--- src/rtl/decode_stage_nw_pkg.sv ---
// Shared encodings for the decode stage: ALU ops, operand-mux selects, dispatch classes,
// control-bit bundles and RV32 opcode/funct7 constants.
package decode_stage_nw_pkg;

  localparam logic [4:0] AOP_ADD    = 5'b00000;
  localparam logic [4:0] AOP_SUB    = 5'b00001;
  localparam logic [4:0] AOP_SLL    = 5'b00010;
  localparam logic [4:0] AOP_XOR    = 5'b00011;
  localparam logic [4:0] AOP_SRA    = 5'b00100;
  localparam logic [4:0] AOP_SRL    = 5'b00101;
  localparam logic [4:0] AOP_OR     = 5'b00110;
  localparam logic [4:0] AOP_AND    = 5'b00111;
  localparam logic [4:0] AOP_SLT    = 5'b01000;
  localparam logic [4:0] AOP_SLTU   = 5'b01001;
  localparam logic [4:0] AOP_MUL    = 5'b10110;
  localparam logic [4:0] AOP_MULH   = 5'b10010;
  localparam logic [4:0] AOP_MULHSU = 5'b10001;
  localparam logic [4:0] AOP_MULHU  = 5'b10000;
  localparam logic [4:0] AOP_DIV    = 5'b11000;
  localparam logic [4:0] AOP_DIVU   = 5'b11010;
  localparam logic [4:0] AOP_REM    = 5'b11100;
  localparam logic [4:0] AOP_REMU   = 5'b11110;

  localparam logic [1:0] IN1_RS1   = 2'b00;
  localparam logic [1:0] IN1_PC    = 2'b01;
  localparam logic [1:0] IN1_ZERO  = 2'b10;
  localparam logic [1:0] IN2_RS2   = 2'b00;
  localparam logic [1:0] IN2_SHAMT = 2'b01;
  localparam logic [1:0] IN2_IMM12 = 2'b10;
  localparam logic [1:0] IN2_IMM20 = 2'b11;

  localparam logic [1:0] DISP_NONE    = 2'b00;
  localparam logic [1:0] DISP_COMPLEX = 2'b01;
  localparam logic [1:0] DISP_FP      = 2'b10;
  localparam logic [1:0] DISP_ANY     = 2'b11;

  // {map_en, memwrite, memread, memtoreg, branch, regwrite}
  localparam logic [5:0] CTL_ALU    = 6'b100001;
  localparam logic [5:0] CTL_LOAD   = 6'b101101;
  localparam logic [5:0] CTL_STORE  = 6'b010000;
  localparam logic [5:0] CTL_BRANCH = 6'b000010;

  localparam logic [6:0] OPC_OP     = 7'b0110011;
  localparam logic [6:0] OPC_OPIMM  = 7'b0010011;
  localparam logic [6:0] OPC_LUI    = 7'b0110111;
  localparam logic [6:0] OPC_AUIPC  = 7'b0010111;
  localparam logic [6:0] OPC_LOAD   = 7'b0000011;
  localparam logic [6:0] OPC_STORE  = 7'b0100011;
  localparam logic [6:0] OPC_BRANCH = 7'b1100011;

  localparam logic [6:0] F7_BASE = 7'b0000000;
  localparam logic [6:0] F7_ALT  = 7'b0100000;
  localparam logic [6:0] F7_MD   = 7'b0000001;

  typedef struct packed {
    logic [4:0] aluop;
    logic [1:0] in1;
    logic [1:0] in2;
    logic [1:0] disp;
    logic [5:0] ctl;
    logic       illegal;
  } lane_dec_t;

  // funct3 -> base integer op; alt selects sra for the 101 shift slot.
  function automatic logic [4:0] base_aluop(input logic [2:0] f3, input logic alt);
    logic [4:0] op;
    case (f3)
      3'b000:  op = AOP_ADD;
      3'b001:  op = AOP_SLL;
      3'b010:  op = AOP_SLT;
      3'b011:  op = AOP_SLTU;
      3'b100:  op = AOP_XOR;
      3'b101:  op = alt ? AOP_SRA : AOP_SRL;
      3'b110:  op = AOP_OR;
      default: op = AOP_AND;
    endcase
    return op;
  endfunction

endpackage

--- src/rtl/decode_stage_nw_lane.sv ---
// Combinational decode of one RV32I/M instruction into ALU/mux/dispatch controls.
// Illegal encodings produce all-zero controls with the illegal flag set.
module decode_stage_nw_lane
  import decode_stage_nw_pkg::*;
#(
  parameter int MD_EN = 1
)(
  input  logic [31:0] i_instr,
  output lane_dec_t   o_dec
);

  logic [6:0] w_opc;
  logic [6:0] w_f7;
  logic [2:0] w_f3;
  logic       w_ok;
  logic       w_unused_bits;
  lane_dec_t  w_dec;

  assign w_opc = i_instr[6:0];
  assign w_f3  = i_instr[14:12];
  assign w_f7  = i_instr[31:25];
  assign w_unused_bits = ^{i_instr[24:15], i_instr[11:7]};

  always_comb begin
    w_dec = '0;
    w_ok  = 1'b0;
    case (w_opc)
      OPC_OP: begin
        w_dec.in1  = IN1_RS1;
        w_dec.in2  = IN2_RS2;
        w_dec.disp = DISP_ANY;
        w_dec.ctl  = CTL_ALU;
        if (w_f7 == F7_BASE) begin
          w_ok = 1'b1;
          w_dec.aluop = base_aluop(w_f3, 1'b0);
        end else if (w_f7 == F7_ALT && w_f3 == 3'b000) begin
          w_ok = 1'b1;
          w_dec.aluop = AOP_SUB;
        end else if (w_f7 == F7_ALT && w_f3 == 3'b101) begin
          w_ok = 1'b1;
          w_dec.aluop = AOP_SRA;
        end else if (w_f7 == F7_MD && MD_EN != 0) begin
          w_ok = 1'b1;
          w_dec.disp = DISP_COMPLEX;
          case (w_f3)
            3'b000:  w_dec.aluop = AOP_MUL;
            3'b001:  w_dec.aluop = AOP_MULH;
            3'b010:  w_dec.aluop = AOP_MULHSU;
            3'b011:  w_dec.aluop = AOP_MULHU;
            3'b100:  w_dec.aluop = AOP_DIV;
            3'b101:  w_dec.aluop = AOP_DIVU;
            3'b110:  w_dec.aluop = AOP_REM;
            default: w_dec.aluop = AOP_REMU;
          endcase
        end
      end
      OPC_OPIMM: begin
        w_dec.in1   = IN1_RS1;
        w_dec.disp  = DISP_ANY;
        w_dec.ctl   = CTL_ALU;
        w_dec.aluop = base_aluop(w_f3, w_f7 == F7_ALT);
        // Shift-immediates reuse funct7 as an encoding field, so only two values are legal.
        if (w_f3 == 3'b001) begin
          w_dec.in2 = IN2_SHAMT;
          w_ok = (w_f7 == F7_BASE);
        end else if (w_f3 == 3'b101) begin
          w_dec.in2 = IN2_SHAMT;
          w_ok = (w_f7 == F7_BASE) || (w_f7 == F7_ALT);
        end else begin
          w_dec.in2 = IN2_IMM12;
          w_ok = 1'b1;
        end
      end
      OPC_LUI, OPC_AUIPC: begin
        w_ok = 1'b1;
        w_dec.aluop = AOP_ADD;
        w_dec.in1   = (w_opc == OPC_LUI) ? IN1_ZERO : IN1_PC;
        w_dec.in2   = IN2_IMM20;
        w_dec.disp  = DISP_ANY;
        w_dec.ctl   = CTL_ALU;
      end
      OPC_LOAD, OPC_STORE: begin
        w_ok = 1'b1;
        w_dec.aluop = AOP_ADD;
        w_dec.in1   = IN1_RS1;
        w_dec.in2   = IN2_IMM12;
        w_dec.disp  = DISP_COMPLEX;
        w_dec.ctl   = (w_opc == OPC_LOAD) ? CTL_LOAD : CTL_STORE;
      end
      OPC_BRANCH: begin
        w_ok = 1'b1;
        w_dec.aluop = AOP_SUB;
        w_dec.in1   = IN1_RS1;
        w_dec.in2   = IN2_RS2;
        w_dec.disp  = DISP_ANY;
        w_dec.ctl   = CTL_BRANCH;
      end
      default: w_ok = 1'b0;
    endcase
    if (!w_ok) w_dec = '0;
    w_dec.illegal = !w_ok;
  end

  assign o_dec = w_dec;

endmodule

--- src/rtl/decode_stage_nw.sv ---
// N-lane registered decode stage: per-lane decoders feed one output register with
// valid/ready handshake, flush squash and a saturating illegal-lane counter.
module decode_stage_nw
  import decode_stage_nw_pkg::*;
#(
  parameter int WIDTH = 2,
  parameter int AOP_W = 5,
  parameter int MD_EN = 1,
  parameter int CNT_W = 16
)(
  input  logic                   clk,
  input  logic                   rst,
  input  logic                   flush,
  input  logic [WIDTH-1:0]       in_valid,
  input  logic [32*WIDTH-1:0]    in_instr,
  output logic                   in_ready,
  output logic [WIDTH-1:0]       out_valid,
  input  logic                   out_ready,
  output logic [AOP_W*WIDTH-1:0] out_aluop,
  output logic [2*WIDTH-1:0]     out_aluin1_mux,
  output logic [2*WIDTH-1:0]     out_aluin2_mux,
  output logic [2*WIDTH-1:0]     out_dispatch,
  output logic [6*WIDTH-1:0]     out_ctl,
  output logic [WIDTH-1:0]       out_illegal,
  output logic [CNT_W-1:0]       illegal_cnt
);

  lane_dec_t              w_dec [WIDTH];
  logic [AOP_W*WIDTH-1:0] w_aluop;
  logic [2*WIDTH-1:0]     w_in1, w_in2, w_disp;
  logic [6*WIDTH-1:0]     w_ctl;
  logic [WIDTH-1:0]       w_ill;
  logic                   w_take;
  logic [2:0]             w_pop;
  logic [CNT_W+2:0]       w_sum;
  logic [CNT_W-1:0]       w_cnt_nxt;

  logic [WIDTH-1:0]       r_valid, r_ill;
  logic [AOP_W*WIDTH-1:0] r_aluop;
  logic [2*WIDTH-1:0]     r_in1, r_in2, r_disp;
  logic [6*WIDTH-1:0]     r_ctl;
  logic [CNT_W-1:0]       r_cnt;

  for (genvar gi = 0; gi < WIDTH; gi++) begin : g_lane
    decode_stage_nw_lane #(.MD_EN(MD_EN)) u_lane (
      .i_instr (in_instr[32*gi +: 32]),
      .o_dec   (w_dec[gi])
    );
    // Invalid lanes register as all-zero so a partially filled bundle never carries stale controls.
    assign w_aluop[AOP_W*gi +: AOP_W] = in_valid[gi] ? AOP_W'(w_dec[gi].aluop) : {AOP_W{1'b0}};
    assign w_in1[2*gi +: 2]  = in_valid[gi] ? w_dec[gi].in1  : 2'b00;
    assign w_in2[2*gi +: 2]  = in_valid[gi] ? w_dec[gi].in2  : 2'b00;
    assign w_disp[2*gi +: 2] = in_valid[gi] ? w_dec[gi].disp : 2'b00;
    assign w_ctl[6*gi +: 6]  = in_valid[gi] ? w_dec[gi].ctl  : 6'b000000;
    assign w_ill[gi]         = in_valid[gi] & w_dec[gi].illegal;
  end

  assign in_ready = !(|r_valid) || out_ready;
  assign w_take   = (|in_valid) && in_ready;

  always_comb begin
    w_pop = 3'd0;
    for (int i = 0; i < WIDTH; i++) w_pop = w_pop + {2'b00, w_ill[i]};
  end

  assign w_sum     = {3'b000, r_cnt} + {{CNT_W{1'b0}}, w_pop};
  assign w_cnt_nxt = (w_sum[CNT_W+2:CNT_W] != 3'b000) ? {CNT_W{1'b1}} : w_sum[CNT_W-1:0];

  always_ff @(posedge clk or posedge rst) begin
    if (rst) begin
      r_valid <= '0;
      r_ill   <= '0;
      r_aluop <= '0;
      r_in1   <= '0;
      r_in2   <= '0;
      r_disp  <= '0;
      r_ctl   <= '0;
    end else if (flush || (!w_take && out_ready)) begin
      r_valid <= '0;
      r_ill   <= '0;
      r_aluop <= '0;
      r_in1   <= '0;
      r_in2   <= '0;
      r_disp  <= '0;
      r_ctl   <= '0;
    end else if (w_take) begin
      r_valid <= in_valid;
      r_ill   <= w_ill;
      r_aluop <= w_aluop;
      r_in1   <= w_in1;
      r_in2   <= w_in2;
      r_disp  <= w_disp;
      r_ctl   <= w_ctl;
    end
  end

  always_ff @(posedge clk or posedge rst) begin
    if (rst)                   r_cnt <= '0;
    else if (w_take && !flush) r_cnt <= w_cnt_nxt;
  end

  assign out_valid      = r_valid;
  assign out_illegal    = r_ill;
  assign out_aluop      = r_aluop;
  assign out_aluin1_mux = r_in1;
  assign out_aluin2_mux = r_in2;
  assign out_dispatch   = r_disp;
  assign out_ctl        = r_ctl;
  assign illegal_cnt    = r_cnt;

endmodule

--- config.mk ---
export PLATFORM = sky130hd
export DESIGN_NAME = decode_stage_nw
export DESIGN_NICKNAME = d
export VERILOG_FILES = /design/src/rtl/decode_stage_nw_pkg.sv /design/src/rtl/decode_stage_nw_lane.sv /design/src/rtl/decode_stage_nw.sv
export SDC_FILE = /design/constraint.sdc
export NUM_CORES = 1
export LEC_CHECK = 0
export CAP_MARGIN = 0
export CORE_MARGIN = 5
export CORE_UTILIZATION = 44
export CTS_CLUSTER_SIZE = 10
export DETAILED_ROUTE_END_ITERATION = 8
export PLACE_DENSITY_LB_ADDON = 0.15
export SYNTH_ARGS = -nofsm -noshare
export SYNTH_HDL_FRONTEND = slang
export SYNTH_SLANG_ARGS = --single-unit
--- constraint.sdc ---
create_clock -name clk -period 2.9 [get_ports clk]
set_clock_uncertainty 0.05 [all_clocks]
set_input_delay 0.58 -clock clk [delete_from_list [all_inputs] [get_ports clk]]
set_output_delay 0.58 -clock clk [all_outputs]
set_load 0.02 [all_outputs]
== Yosys cells after proc, flatten, opt, wreduce, memory -nomap -nowiden ==
Index checks and enable logic that the tools add are counted.

* Flip-flop bits (word level): 54
* Output and inout bits: 55
* Word-level logic and storage cells: 147

* Add/sub/neg operators: 2
* Equality and inequality tests: 30
* Mux-type cells: 75
* Bitwise logic cells: 2
* Reduce and logical (&&, ||, !) cells: 30

{| class="wikitable"
|+ Operator list
! cell !! count
|-
| $pmux 17 s5 || 2
|-
| $pmux 4 s7 || 4
|-
| $pmux 5 s7 || 2
|-
| $eq 7x6->1 const B || 8
|-
| $mux 5 || 10
|-
| $mux 2 || 24
|-
| $mux 18 || 2
|-
| $eq 7x5->1 const B || 4
|-
| $mux 12 || 2
|-
| $mux 4 || 6
|-
| $mux 6 || 4
|-
| $mux 10 || 2
|-
| $eq 3x3->1 const B || 6
|-
| $add 16x2->17 || 1
|-
| $mux 16 || 1
|-
| $eq 7x1->1 const B || 2
|-
| $eq 7x2->1 const B || 2
|-
| $eq 7x7->1 const B || 2
|-
| $logic_not 7->1 || 2
|-
| $mux 1 || 14
|-
| $eq 3x2->1 const B || 4
|-
| $reduce_or 2->1 || 6
|-
| $reduce_or 5->1 || 2
|-
| $logic_and 1x1->1 || 7
|-
| 9 further kinds || 20
|}

== Depth between registers and ports, before layout ==
* Depth in word-level cells: 12
* Gate-level depth with buffers: 13
* Gate-level depth less buffers: 11

== Hierarchy ==
From an unflattened synthesis, not the netlist that was laid out.

* Cells, all modules: 360
* Area, all modules: 3,514.6 µm²

{| class="wikitable"
|+ By module, submodules not included
! module !! times used !! cells each !! area an instance (µm²) !! seq. area each (µm²)
|-
| decode_stage_nw || 1 || 184 || 2,260.9 || 1,351.3
|-
| decode_stage_nw_lane || 2 || 88 || 626.9 || 0.0
|}

== Least setup slack after synthesis ==
OpenSTA, ideal clock, no wires.

* Kind: input-to-reg
* Start point: in in_instr[38]
* End point: reg r_cnt[15] (netlist: illegal_cnt[15])
* Library setup time: 0.125 ns
* Data arrival time: 3.279 ns
* Required time: 2.725 ns
* Slack: -0.554 ns
* Stages: 12
* Buffers on the path: 2
* Cells stage by stage: clkbuf_2 nor3b_1 and2_1 clkbuf_1 and4_1 nor4b_1 fa_1 nand3_1 nor4_1 nand4_1 nor2_1 mux2_2

* Cells in the longest elaborated chain, start to end: 9
* Elaborated cells between the ends (all ways): 15
* Classes of those cells: add/sub (2); eq/ne (7); mux (2); bitwise (1); reduce/logical (3)

{| class="wikitable"
|+ Ends and longest elaborated chain
! element !! RTL line !! text
|-
| start, declared || decode_stage_nw.sv:15 || <nowiki>input logic [32*WIDTH-1:0] in_instr,</nowiki>
|-
| $eq 7x5->1 (tied with other cells) || decode_stage_nw_lane.sv:27 || <nowiki>case (w_opc)</nowiki>
|-
| $reduce_or 5->1 (no source line) || -- ||
|-
| $pmux 1 s3 * || decode_stage_nw_lane.sv:27 ||
|-
| $logic_not 1->1 * || -- ||
|-
| $and 1x1->1 * || decode_stage_nw.sv:55 || <nowiki>assign w_ill[gi] = in_valid[gi] & w_dec[gi].illegal;</nowiki>
|-
| $add 1x1->2 * || decode_stage_nw.sv:63 || <nowiki>for (int i = 0; i < WIDTH; i++) w_pop = w_pop + {2'b00, w_ill[i]};</nowiki>
|-
| $add 16x2->17 * || decode_stage_nw.sv:66 || <nowiki>assign w_sum = {3'b000, r_cnt} + {{CNT_W{1'b0}}, w_pop};</nowiki>
|-
| $reduce_bool 3->1 || decode_stage_nw.sv:67 || <nowiki>assign w_cnt_nxt = (w_sum[CNT_W+2:CNT_W] != 3'b000) ? {CNT_W{1'b1}} : w_sum[CNT_W-1:0];</nowiki>
|-
| $mux 16 * || decode_stage_nw.sv:67 ||
|-
| end signal, assigned || decode_stage_nw.sv:99 || <nowiki>else if (w_take && !flush) r_cnt <= w_cnt_nxt;</nowiki>
|-
| end, declared || decode_stage_nw.sv:42 || <nowiki>logic [CNT_W-1:0] r_cnt;</nowiki>
|}

Every way passes the cells marked *; elsewhere a longest branch is shown, timed or not.
A chain may end at the register's enable or synchronous reset.

== Worst setup path after layout ==
* Start point: in in_instr[59]
* End point: reg r_cnt[14] (netlist: illegal_cnt[14])

* Cells in the longest elaborated chain, start to end: 12
* Elaborated cells between the ends (all ways): 19
* Classes of those cells: add/sub (2); eq/ne (2); mux (8); bitwise (1); reduce/logical (6)

{| class="wikitable"
|+ Ends and longest elaborated chain
! element !! RTL line !! text
|-
| $eq 7x1->1 or $eq 7x6->1 (tied branches) || -- ||
|-
| $mux 1 or $logic_and 1x1->1 (tied branches) || decode_stage_nw_lane.sv:42, decode_stage_nw_lane.sv:39 ||
|-
| $mux 1 || decode_stage_nw_lane.sv:39 || <nowiki>end else if (w_f7 == F7_ALT && w_f3 == 3'b101) begin</nowiki>
|-
| $mux 1 || decode_stage_nw_lane.sv:36 || <nowiki>end else if (w_f7 == F7_ALT && w_f3 == 3'b000) begin</nowiki>
|-
| $mux 1 || decode_stage_nw_lane.sv:33 || <nowiki>if (w_f7 == F7_BASE) begin</nowiki>
|-
| $pmux 1 s3 * || decode_stage_nw_lane.sv:27 ||
|-
| $logic_not 1->1 * || -- ||
|-
| $and 1x1->1 * || decode_stage_nw.sv:55 ||
|-
| $add 1x1->2 * || decode_stage_nw.sv:63 ||
|-
| $add 16x2->17 * || decode_stage_nw.sv:66 ||
|-
| $reduce_bool 3->1 || decode_stage_nw.sv:67 ||
|-
| $mux 16 * || decode_stage_nw.sv:67 ||
|}

Marked as above.

==> results.py <==
metrics = {
    "sta": {
        "setup_viol": 2,
        "period_needed_ns": 2.95,
        "finalHoldViolations": 0,
        "rsz0062_at_grt": "yes",
        "tightest_slew_ns": 0.713,
        "maxSlewViolCount": 0,
        "fin_tns_setup_ns": -0.0779,
        "fin_ws_ns": -0.0511,
        "slew_headroom_pct": 52.4,
        "finalCritPeriodShare_pct": 102,
        "fmax_ghz": 0.339,
    },
    "yosys": {
        "synth_top_area_share_pct": 40.1,
        "synthArstFlopShare_pct": 100,
        "synth_commonest_cells": "dfrtp_1, nand2_1, clkbuf_1, nand3_1",
        "synth_ff_type": "dfrtp_1",
        "synth.largest_area_cell": "dfrtp_1",
        "yosysUniqueCellTypes": 71,
        "synth_area_um2": 3120,
        "syn_avg_cell_area_um2": 9.12,
        "synth_area_leaders": "dfrtp_1, nand2_1, a22o_1",
        "seq_area_frac_synth_pct": 40.1,
        "syn_nets": 414,
        "ys.warnings.count": 0,
        "synth-seq-cells": 50,
        "syn_inst": 342,
        "synth_edf_count": 0,
    },
    "finish": {
        "multi_input_area_um2": 1880,
        "drive_gt1_share_pct": 23.3,
        "seqCellArea_um2": 1250,
        "syn_to_final_growth_pct": 52.5,
        "num_antenna_cells": 0,
        "fin_cells": 573,
        "fill_cells": 569,
        "fin_nets": 548,
    },
    "clock_network": {
        "clock_path_buffers": 2,
        "cts_tree": "done",
        "clkLatencyLatePin_ns": 0.31,
        "htreeDepth": 2,
        "cts_made_buffers": 5,
        "numClockSinks": 50,
        "holdBufCountCts": 0,
        "cts-root-buf": "clkbuf_8",
        "cts.clk_slew.worst_paths_ns": 0.10,
    },
    "critical_path": {
        "required_ns": 3.05,
        "path_max_fanout": 3,
        "crit_arrival_ns": 3.10,
        "end_kind": "flop",
        "criticalPathCategory": "input port to flop",
        "critPathLaunchType": "input port",
    },
    "floorplan": {
        "rows": 30,
        "fp.dieW_um": 94.2,
        "die_y_um": 94.2,
        "dieArea_um2": 8870,
        "io_pins": 125,
        "core_um2": 6830,
        "start_util_pct": 45.6,
    },
    "detailed_routing": {
        "drt_iter0_drc": 123,
        "firstDrtPassIters": 4,
        "vias": 3152,
        "wl_um": 9020,
        "wl_per_cell_um": 15.7,
        "routed_via_density": 5.50,
        "drc": 0,
        "ant_nets": 0,
    },
    "status": {
        "violations": "negative setup slack",
        "outcome": "finished, violations left",
    },
    "power": {
        "power.density_nw_per_um2": 386,
        "ir_drop_uv": 231,
        "cellLeakagePower_uw": 0.00209,
    },
    "min_path": {
        "hp-class": "flop to flop",
    },
    "placement": {
        "dp_hpwl_um": 6860,
        "io_buffers": 94,
        "placedCellCount": 560,
        "routabilityCongestion": 0.915,
    },
    "global_route": {
        "grt_pass1_vias": 3130,
        "grtUsageTotal_pct": 20.7,
        "grt_antenna_before_repair": 0,
        "grt_max_degree": 51,
        "grt_pass1_wl_um": 14800,
        "globalRoute.totalOverflow": 0,
    },
    "run": {
        "drv_cap": 0,
    },
}
==> report_power, final <==
group | switching, uW | internal, uW
combinational | 255 | 250
clock | 244 | 284
sequential | 62.2 | 742
==> kinds of logic after synthesis <==
logic type | count (synthesis) | share of synthesized area [%]
AOI/OAI and AO/OA | 81 | 20.7
xor gates and xnor gates | 12 | 3.37
adders and majority gates | 2 | 1.04
buffers and inverters | 33 | 4.90
DFF | 50 | 40.1
muxes | 7 | 2.37
and+or+nand+nor | 157 | 27.5
==> per-layer routing <==
layer | routed length [um] | global-route usage [%] | up-vias | part of all wire, %
met5 | 0 | 0 | - | 0
met4 | 142 | 5.54 | 0 | 1.6
met1 | 3920 | 26.3 | 1517 | 44
met2 | 4540 | 36.2 | 85 | 50
met3 | 412 | 3.29 | 15 | 4.6
li1 | - | - | 1535 | -
==> path summary, 6_finish.rpt <==
kind | startpoint | slack, ns | cells past startpoint | end
worst max-delay path | in_instr[59] | -0.05 | 11 | illegal_cnt[14]
worst min-delay path | out_dispatch[2] | 0.43 | 2 | out_dispatch[2]
worst max register to register | out_valid[0] | 1.01 | 6 | out_aluop[2]
worst min register to register | out_dispatch[2] | 0.43 | 2 | out_dispatch[2]
max in group asynchronous | rst | 1.66 | 3 | out_ctl[10]
min in group asynchronous | rst | 0.71 | 3 | out_aluin1_mux[1]
==> flip-flops by register name (all words and copies together) (netlist names) <==
name and count:
out_ctl 8, out_aluop 10, out_valid 2, out_dispatch 4
out_aluin2_mux 4, out_illegal 2, out_aluin1_mux 4, illegal_cnt 16
==> cell usage in the layout, fill, tap and decap left out, drive strengths merged, types with 3 or more instances in the layout <==
master / count
a21oi: 9
a22o: 10
a32o: 5
and2: 4
and3: 3
buf: 62
clkbuf: 6
clkdlybuf4s15: 3
clkdlybuf4s50: 63
dfrtp: 50
dlygate4sd2: 22
inv: 8
mux2: 3
mux2i: 4
nand2: 50
nand2b: 4
nand3: 17
nand3b: 4
nand4: 8
nor2: 17
nor2b: 8
nor3: 10
nor3b: 3
nor4: 3
nor4b: 4
o21ai: 18
o31ai: 7
o41ai: 5
or3: 7
or4: 4
xor2: 10
==> worst max-delay path: stages <==
cell and delay [ns]:
buf_6 0.09, or4_4 0.53, o41a_1 0.45, nor2_4 0.14, nor4b_4 0.06, fa_2 0.39, ha_4 0.16, nor4b_4 0.13
nand4_1 0.18, nor2_2 0.07, mux2_4 0.30
==> through the flow <==
stage	util [%]	power (uW)	area [um2]	hold WS, ns	worst slack (ns)
after floorplan	-	1060	3200	0.537	-0.179
after global placement	65.9	1300	4500	0.411	-0.685
after detailed placement	65.9	1310	4500	0.412	-0.715
after CTS	69.0	1840	4710	0.433	0.00796
after global routing	69.6	1930	4760	0.457	-0.115
final	69.6	1840	4760	0.431	-0.0511
==> area by class of cell <==
cell class	instances	share of cell area, %
Inverter	7	0.552
Clock buffer	6	1.74
Tap cell	96	2.53
Clock inverter	2	0.816
Sequential cell	50	26.3
Timing Repair Buffer	152	28.6
Multi-Input combinational cell	260	39.4
==> timing repair <==
item                                   4_1_cts  5_1_grt
cloned                                       0        1
buffers inserted                             4        1
resized for setup                           65       11
endpoints found under the hold margin        0        0
pin swaps                                   21       18
setup endpoints to repair                   16       16
Power figures use the tool's default switching activity.
